[src/rtl/fp_pow2k_pkg.sv]
// fp_pow2k_pkg: shared constants, FSM state and operand class types for fp_pow2k
package fp_pow2k_pkg;
  localparam logic signed [10:0] BIAS    = 11'sd127;
  localparam logic signed [10:0] EXP_MAX = 11'sd127;
  localparam logic signed [10:0] EXP_MIN = -11'sd126;
  localparam logic [31:0] QNAN = 32'h7FC00000;
  localparam logic [31:0] PINF = 32'h7F800000;
  typedef enum logic [1:0] {S_IDLE, S_SQ, S_PACK} state_t;
  typedef enum logic [1:0] {C_NORM, C_ZERO, C_INF, C_NAN} cls_t;
endpackage

[src/rtl/fp_pow2k_mant_sq_norm.sv]
// mant_sq_norm: one combinational squaring step of a normalised mantissa/exponent pair.
// Ports: m_i/e_i current mantissa {1,frac} and unbiased exponent; m_o/e_o next pair;
// ovf_o/unf_o flag the next exponent leaving the normal range.
// FP_POW2K_RNE_EN selects round-to-nearest-even on the discarded bits; otherwise truncate.
module mant_sq_norm
  import fp_pow2k_pkg::*;
(
  input  logic [23:0]        m_i,
  input  logic signed [10:0] e_i,
  output logic [23:0]        m_o,
  output logic signed [10:0] e_o,
  output logic               ovf_o,
  output logic               unf_o
);
  logic [47:0] p;
  logic hi;
  logic [23:0] mt;
  logic signed [10:0] et;
  assign p  = {24'b0, m_i} * {24'b0, m_i};
  assign hi = p[47];
  assign mt = hi ? p[47:24] : p[46:23];
  assign et = (e_i <<< 1) + (hi ? 11'sd1 : 11'sd0);
`ifdef FP_POW2K_RNE_EN
  logic g, s;
  logic [24:0] mr;
  assign g  = hi ? p[23] : p[22];
  assign s  = hi ? |p[22:0] : |p[21:0];
  assign mr = {1'b0, mt} + {24'b0, g & (s | mt[0])};
  // a carry out of all-ones mantissa renormalises to 1.0 with the next exponent
  assign m_o = mr[24] ? 24'h800000 : mr[23:0];
  assign e_o = et + (mr[24] ? 11'sd1 : 11'sd0);
`else
  logic unused_lo;
  assign unused_lo = ^p[22:0];
  assign m_o = mt;
  assign e_o = et;
`endif
  assign ovf_o = e_o > EXP_MAX;
  assign unf_o = e_o < EXP_MIN;
endmodule

[src/rtl/fp_pow2k.sv]
// fp_pow2k: computes x^(2^k) for an IEEE754 single by k repeated squarings.
// Ports: clk, rst_n (async active-low); start/fp_in/nsq request; busy while working;
// done pulses with fp_out/over/under valid. Optional macro FP_POW2K_RNE_EN enables
// round-to-nearest-even on each squaring (in mant_sq_norm).
module fp_pow2k
  import fp_pow2k_pkg::*;
(
  input  logic        clk,
  input  logic        rst_n,
  input  logic        start,
  input  logic [31:0] fp_in,
  input  logic [4:0]  nsq,
  output logic        busy,
  output logic        done,
  output logic [31:0] fp_out,
  output logic        over,
  output logic        under
);
  state_t state_q, state_d;
  cls_t cls_q, cls_d, cls_in;
  logic sign_q, sign_d, ovf_q, ovf_d, unf_q, unf_d;
  logic [23:0] m_q, m_d, m_n;
  logic signed [10:0] e_q, e_d, e_n;
  logic [4:0] k_q, k_d;
  logic [31:0] fp_out_q, fp_out_d, res;
  logic done_q, done_d, over_q, over_d, under_q, under_d, ovf_n, unf_n;
  logic [7:0] ef;

  mant_sq_norm u_sq (.m_i(m_q), .e_i(e_q), .m_o(m_n), .e_o(e_n), .ovf_o(ovf_n), .unf_o(unf_n));

  assign cls_in = (fp_in[30:23] == 8'hFF) ? ((fp_in[22:0] != 23'h0) ? C_NAN : C_INF) :
                  (fp_in[30:23] == 8'h00) ? C_ZERO : C_NORM;
  assign ef  = 8'(e_q + BIAS);
  assign res = ovf_q ? PINF :
               unf_q ? 32'h0 :
               (cls_q == C_NAN)  ? QNAN :
               (cls_q == C_INF)  ? {sign_q, 8'hFF, 23'h0} :
               (cls_q == C_ZERO) ? {sign_q, 31'h0} : {sign_q, ef, m_q[22:0]};

  always_comb begin
    state_d  = state_q;
    cls_d    = cls_q;
    sign_d   = sign_q;
    m_d      = m_q;
    e_d      = e_q;
    k_d      = k_q;
    ovf_d    = ovf_q;
    unf_d    = unf_q;
    fp_out_d = fp_out_q;
    over_d   = over_q;
    under_d  = under_q;
    done_d   = 1'b0;
    case (state_q)
      S_IDLE: if (start) begin
        sign_d  = (nsq == 5'd0) ? fp_in[31] : 1'b0;
        e_d     = $signed({3'b000, fp_in[30:23]}) - BIAS;
        m_d     = {1'b1, fp_in[22:0]};
        k_d     = nsq;
        cls_d   = cls_in;
        ovf_d   = 1'b0;
        unf_d   = 1'b0;
        state_d = (cls_in == C_NORM && nsq != 5'd0) ? S_SQ : S_PACK;
      end
      S_SQ: begin
        m_d   = m_n;
        e_d   = e_n;
        k_d   = k_q - 5'd1;
        ovf_d = ovf_n;
        unf_d = unf_n;
        state_d = (k_q == 5'd1 || ovf_n || unf_n) ? S_PACK : S_SQ;
      end
      S_PACK: begin
        fp_out_d = res;
        over_d   = ovf_q;
        under_d  = unf_q;
        done_d   = 1'b1;
        state_d  = S_IDLE;
      end
      default: state_d = S_IDLE;
    endcase
  end

  always_ff @(posedge clk or negedge rst_n)
    if (!rst_n) begin
      state_q  <= S_IDLE;
      cls_q    <= C_NORM;
      sign_q   <= 1'b0;
      m_q      <= 24'h0;
      e_q      <= 11'sd0;
      k_q      <= 5'd0;
      ovf_q    <= 1'b0;
      unf_q    <= 1'b0;
      fp_out_q <= 32'h0;
      over_q   <= 1'b0;
      under_q  <= 1'b0;
      done_q   <= 1'b0;
    end else begin
      state_q  <= state_d;
      cls_q    <= cls_d;
      sign_q   <= sign_d;
      m_q      <= m_d;
      e_q      <= e_d;
      k_q      <= k_d;
      ovf_q    <= ovf_d;
      unf_q    <= unf_d;
      fp_out_q <= fp_out_d;
      over_q   <= over_d;
      under_q  <= under_d;
      done_q   <= done_d;
    end

  assign busy   = state_q != S_IDLE;
  assign done   = done_q;
  assign fp_out = fp_out_q;
  assign over   = over_q;
  assign under  = under_q;
endmodule

[config.mk]
export PLATFORM = sky130hd
export DESIGN_NAME = fp_pow2k
export DESIGN_NICKNAME = d
export VERILOG_FILES = /design/src/rtl/fp_pow2k_pkg.sv /design/src/rtl/fp_pow2k_mant_sq_norm.sv /design/src/rtl/fp_pow2k.sv
export SDC_FILE = /design/constraint.sdc
export NUM_CORES = 1
export LEC_CHECK = 0
export ABC_AREA = 1
export CAP_MARGIN = 15
export CELL_PAD_IN_SITES_DETAIL_PLACEMENT = 1
export CELL_PAD_IN_SITES_GLOBAL_PLACEMENT = 1
export CORE_AREA = 5 5 242 244
export DETAILED_ROUTE_END_ITERATION = 12
export DIE_AREA = 0 0 247 249
export GPL_TIMING_DRIVEN = 0
export PLACE_DENSITY = 0.73
export SLEW_MARGIN = 20
export SYNTH_ARGS = -nofsm -noshare
export SYNTH_HDL_FRONTEND = slang
export SYNTH_HIERARCHICAL = 1
export SYNTH_SLANG_ARGS = --single-unit
export TNS_END_PERCENT = 100
[constraint.sdc]
create_clock -name clk -period 14.5 [get_ports clk]
set_input_delay 2.9 -clock clk [delete_from_list [all_inputs] [get_ports clk]]
set_output_delay 2.9 -clock clk [all_outputs]
set_load 0.005 [all_outputs]
Yosys cells after proc, flatten, opt, wreduce, memory -nomap -nowiden
Index checks and enable logic that the tools add are counted.
Widths: inputs -> output; s select.
{ "op_classes": {"n_addsub": 4, "n_mul": 1, "magnitude_cmp": 2, "n_eq_ne": 8, "mux": 25, "n_reduce_logical": 13} }
{ "ops": {"columns": ["operator", "n"], "rows": [
  ["$mux 32", 3],
  ["$mux 31", 2],
  ["$mul 24x24->48", 1],
  ["$mux 24", 2],
  ["$pmux 24 s2", 1],
  ["$reduce_bool 23->1", 1],
  ["$pmux 10 s2", 1],
  ["$add 11x2->11", 1],
  ["$gt 11x8->1 const B", 1],
  ["$lt 11x8->1 const B", 1],
  ["$mux 10", 1],
  ["$pmux 5 s2", 1],
  ["$sub 8x7->9 const B", 1],
  ["$add 8x8->8 const B", 1],
  ["$eq 8x8->1 const B", 1],
  ["$logic_not 8->1", 1],
  ["$mux 2", 4],
  ["$eq 2x2->1 const B", 3],
  ["$mux 1", 6],
  ["$eq 5x1->1 const B", 1],
  ["$logic_not 5->1", 1],
  ["$mux 5", 1],
  ["$reduce_bool 5->1", 1],
  ["$sub 5x1->5 const B", 1],
  ["other kinds (9)", 15]
]} }
{ "word_totals": {"register_bits": 81, "output_inout_bits": 36, "elab_cells": 65} }

Longest topological paths before layout
{ "logic_depth": {"word_depth": 8, "depth_mapped": 34, "mapped_depth_nobuf": 32} }

Hierarchy
Netlist, hierarchy kept.
{ "modules_own_cells": {"columns": ["module", "n_inst", "cells_per_inst", "area_each_um2", "seq_area_each_um2"], "rows": [
  ["mant_sq_norm", 1, 2432, 17994.8, 0.0],
  ["fp_pow2k", 1, 502, 4199.0, 2052.0]
]} }

Worst setup path after synthesis
Ideal clock, no wire load.
{ "synth_path": {"kind": "register -> register", "startpoint": "register m_q[14]", "endpoint": "register m_q[0]", "setup_time_ps": 92, "t_arrival_ps": 6335, "t_required_ps": 14408, "path_slack_ps": 8074, "stages_incl_launch_ff": 33, "path_buffers": 2, "cell_sequence": "dfrtp_1 > clkbuf_1 > nand2_1 > fa_1 > inv_1 > fa_1 > inv_1 > fa_1 > inv_1 > fa_1 > inv_1 > fa_1 > inv_1 > fa_1 > inv_1 > fa_1 > inv_1 > ha_1 > nand2_1 > nor2_2 > inv_2 > nor2_4 > nand2_1 > nor2_2 > nand2_2 > nand3_2 > nand2_2 > nand2_4 > buf_6 > nand2_1 > nand2_1 > nor2_1 > o31ai_2"} }
{ "synth_via": {"elab_chain_cells": 3} }
{ "synth_lines": {"columns": ["element", "line_no", "rtl"], "rows": [
  ["start: declaration", "fp_pow2k.sv:22", "logic [23:0] m_q, m_d, m_n;"],
  ["start signal: assignment", "fp_pow2k.sv:101", "m_q <= m_d;"],
  ["$mul 24x24->48", "fp_pow2k_mant_sq_norm.sv:19", "assign p = {24'b0, m_i} * {24'b0, m_i};"],
  ["$mux 24", "fp_pow2k_mant_sq_norm.sv:21", "assign mt = hi ? p[47:24] : p[46:23];"],
  ["net m_n[0]", "fp_pow2k.sv:22", null],
  ["$pmux 24 s2", "fp_pow2k.sv:53", "case (state_q)"]
]} }
The timed path passes the listed nets, and every way through them passes these cells.
A chain may end at the register's enable or synchronous reset.

Worst setup path in the final report
{ "layout_path": {"startpoint": "register m_q[14]", "endpoint": "register m_q[19]"} }
The elaborated chain is that of the path after synthesis.

==> flow_summary.toml <==
[routing]
final_antenna_net_count = 0
initialDrtViolationCount = 949
wire_per_inst_um = 20.0
drtPass1Iterations = 7
via_per_inst = 4.91
via_count = 18600
drt_wl_total_um = 75700
drc = 0

[synthesis]
syn_inst = 2930
synthesis.area_sq_mm = 0.0221
syn_area_per_cell_sq_um = 7.56
syn-num-nets = 3571
synth_warnings = 6

[timing]
finalCriticalPeriod_ns = 8.38
holdWs_ns = 0.495
max-slew-margin-rel = 0.228
finalCritPeriodShare = 0.578
grt_setup_unrepaired = "no"
final-setup-viol-count = 0
finClkSkew_ns = 0.0107
max_freq_mhz = 119
worstMarginPinSlew_ns = 1.16
drv_slew = 0
finalSetupTns_ns = 0
hold_viol = 0

[floorplan]
start_util = 0.395
coreArea_sq_mm = 0.0561
io_pins = 76
die_width_um = 247
die_h_um = 249
num_rows = 87
dieArea_sq_mm = 0.0615

[outcome]
status = "finished, final reports clean"

[clock_tree]
cts_buffer_depth = 2
hold_buffers = 0
insertion_delay_ns = 0.35
post_cts_resized = 0
numCtsBuffers = 9
cts_tree = "done"
htreeDepth = 3
postCtsSetupBuffers = 0
clk_pin_slew_ns = 0.06
clock-sinks = 81
cts-root-buf = "clkbuf_16"

[critical_path]
path_class = "flip-flop to flip-flop"
crit_fanout = 10
cp.required_ns = 14.73
critPathLaunchType = "flip-flop"
max_stage_delay_ns = 0.91
cp.arrival_ns = 8.60
slowest_stage = "dfrtp_1"
critPathCaptureType = "flip-flop"

[finish]
nets = 3658
area_growth_pct = 9.07
utilization = 0.431
drive_gt1_frac = 0.0384

[min_path]
hold_path.class = "flip-flop to flip-flop"

[place]
dp.final_hpwl_um = 65500
gp_congestion = 0.936
portBuffers = 75

[global_routing]
grt_pass1_wl_um = 119000
grt_max_degree = 56
grt_pass1_vias = 21200
grt-ovfl-total = 0
grt_usage = 0.251
antenna_found_initial = 1

[flow_run]
max-cap-violations = 0
-- final cells by class --
cell class	count	area, sq um
flip-flops and latches	81	2030
fillers	7075	31900
plain buffers	85	459
clock inverters	3	25.0
multi-input cells	1866	16300
well taps	756	946
diodes	1	2.50
clock buffers	13	260
inverters	898	3370
repair buffers	76	776
-- layout by cell type (no fill, tap or decap), drive strengths merged, types with 24 or more instances in the layout --
cell type      count
a21oi             44
dfrtp             81
nor2             173
o21ai             64
clkdlybuf4s50     74
o31ai             24
fa               422
buf               35
clkbuf            65
nand3             55
inv              898
ha               179
nand2            816
-- per-stage QoR --
| step | setup slack [ns] | instance area, sq um | std cells |
|---|---|---|---|
| final | 6.12 | 24200 | 3779 |
| after global routing | 5.85 | 24200 | 3778 |
| after CTS | 6.18 | 24200 | 3778 |
| after detailed placement | 6.22 | 23900 | 3762 |
| after global placement | 6.38 | 23800 | 3761 |
| after floorplan | 8.07 | 22100 | 2930 |
-- state kept, by name (all words and copies together), names as in the netlist, 2 cells and up --
name	cells
cls_q	2
m_q	24
state_q	2
e_q	10
k_q	5
fp_out	32
-- metal layers --
metal	share of wire	track usage	vias up
met5	0	0	-
met4	0.045	0.0985	0
met3	0.040	0.0244	127
met2	0.51	0.447	453
met1	0.40	0.312	9490
li1	-	-	8500
-- critical path: cells and delay by family (launching register included) --
kind	cells	cell delay, ns
adders and majority gates	8	4.00
and+or+nand+nor	11	1.52
buffers and inverters	10	1.49
AOI/OAI and AO/OA	2	0.31
DFF	1	0.91
-- path summary, 6_finish.rpt --
check	cells past startpoint	end	startpoint	slack [ns]
max in group asynchronous	2	m_q[6]	rst_n	11.40
setup / recovery	31	m_q[19]	m_q[14]	6.12
hold reg to reg	2	fp_out[27]	fp_out[27]	0.50
hold / removal	2	fp_out[27]	fp_out[27]	0.50
setup reg to reg	31	m_q[19]	m_q[14]	6.12
min in group asynchronous	1	fp_out[22]	rst_n	2.47
Power is not shown: default switching activity piles up to over one toggle a cycle in this logic, so the estimate is an artifact.
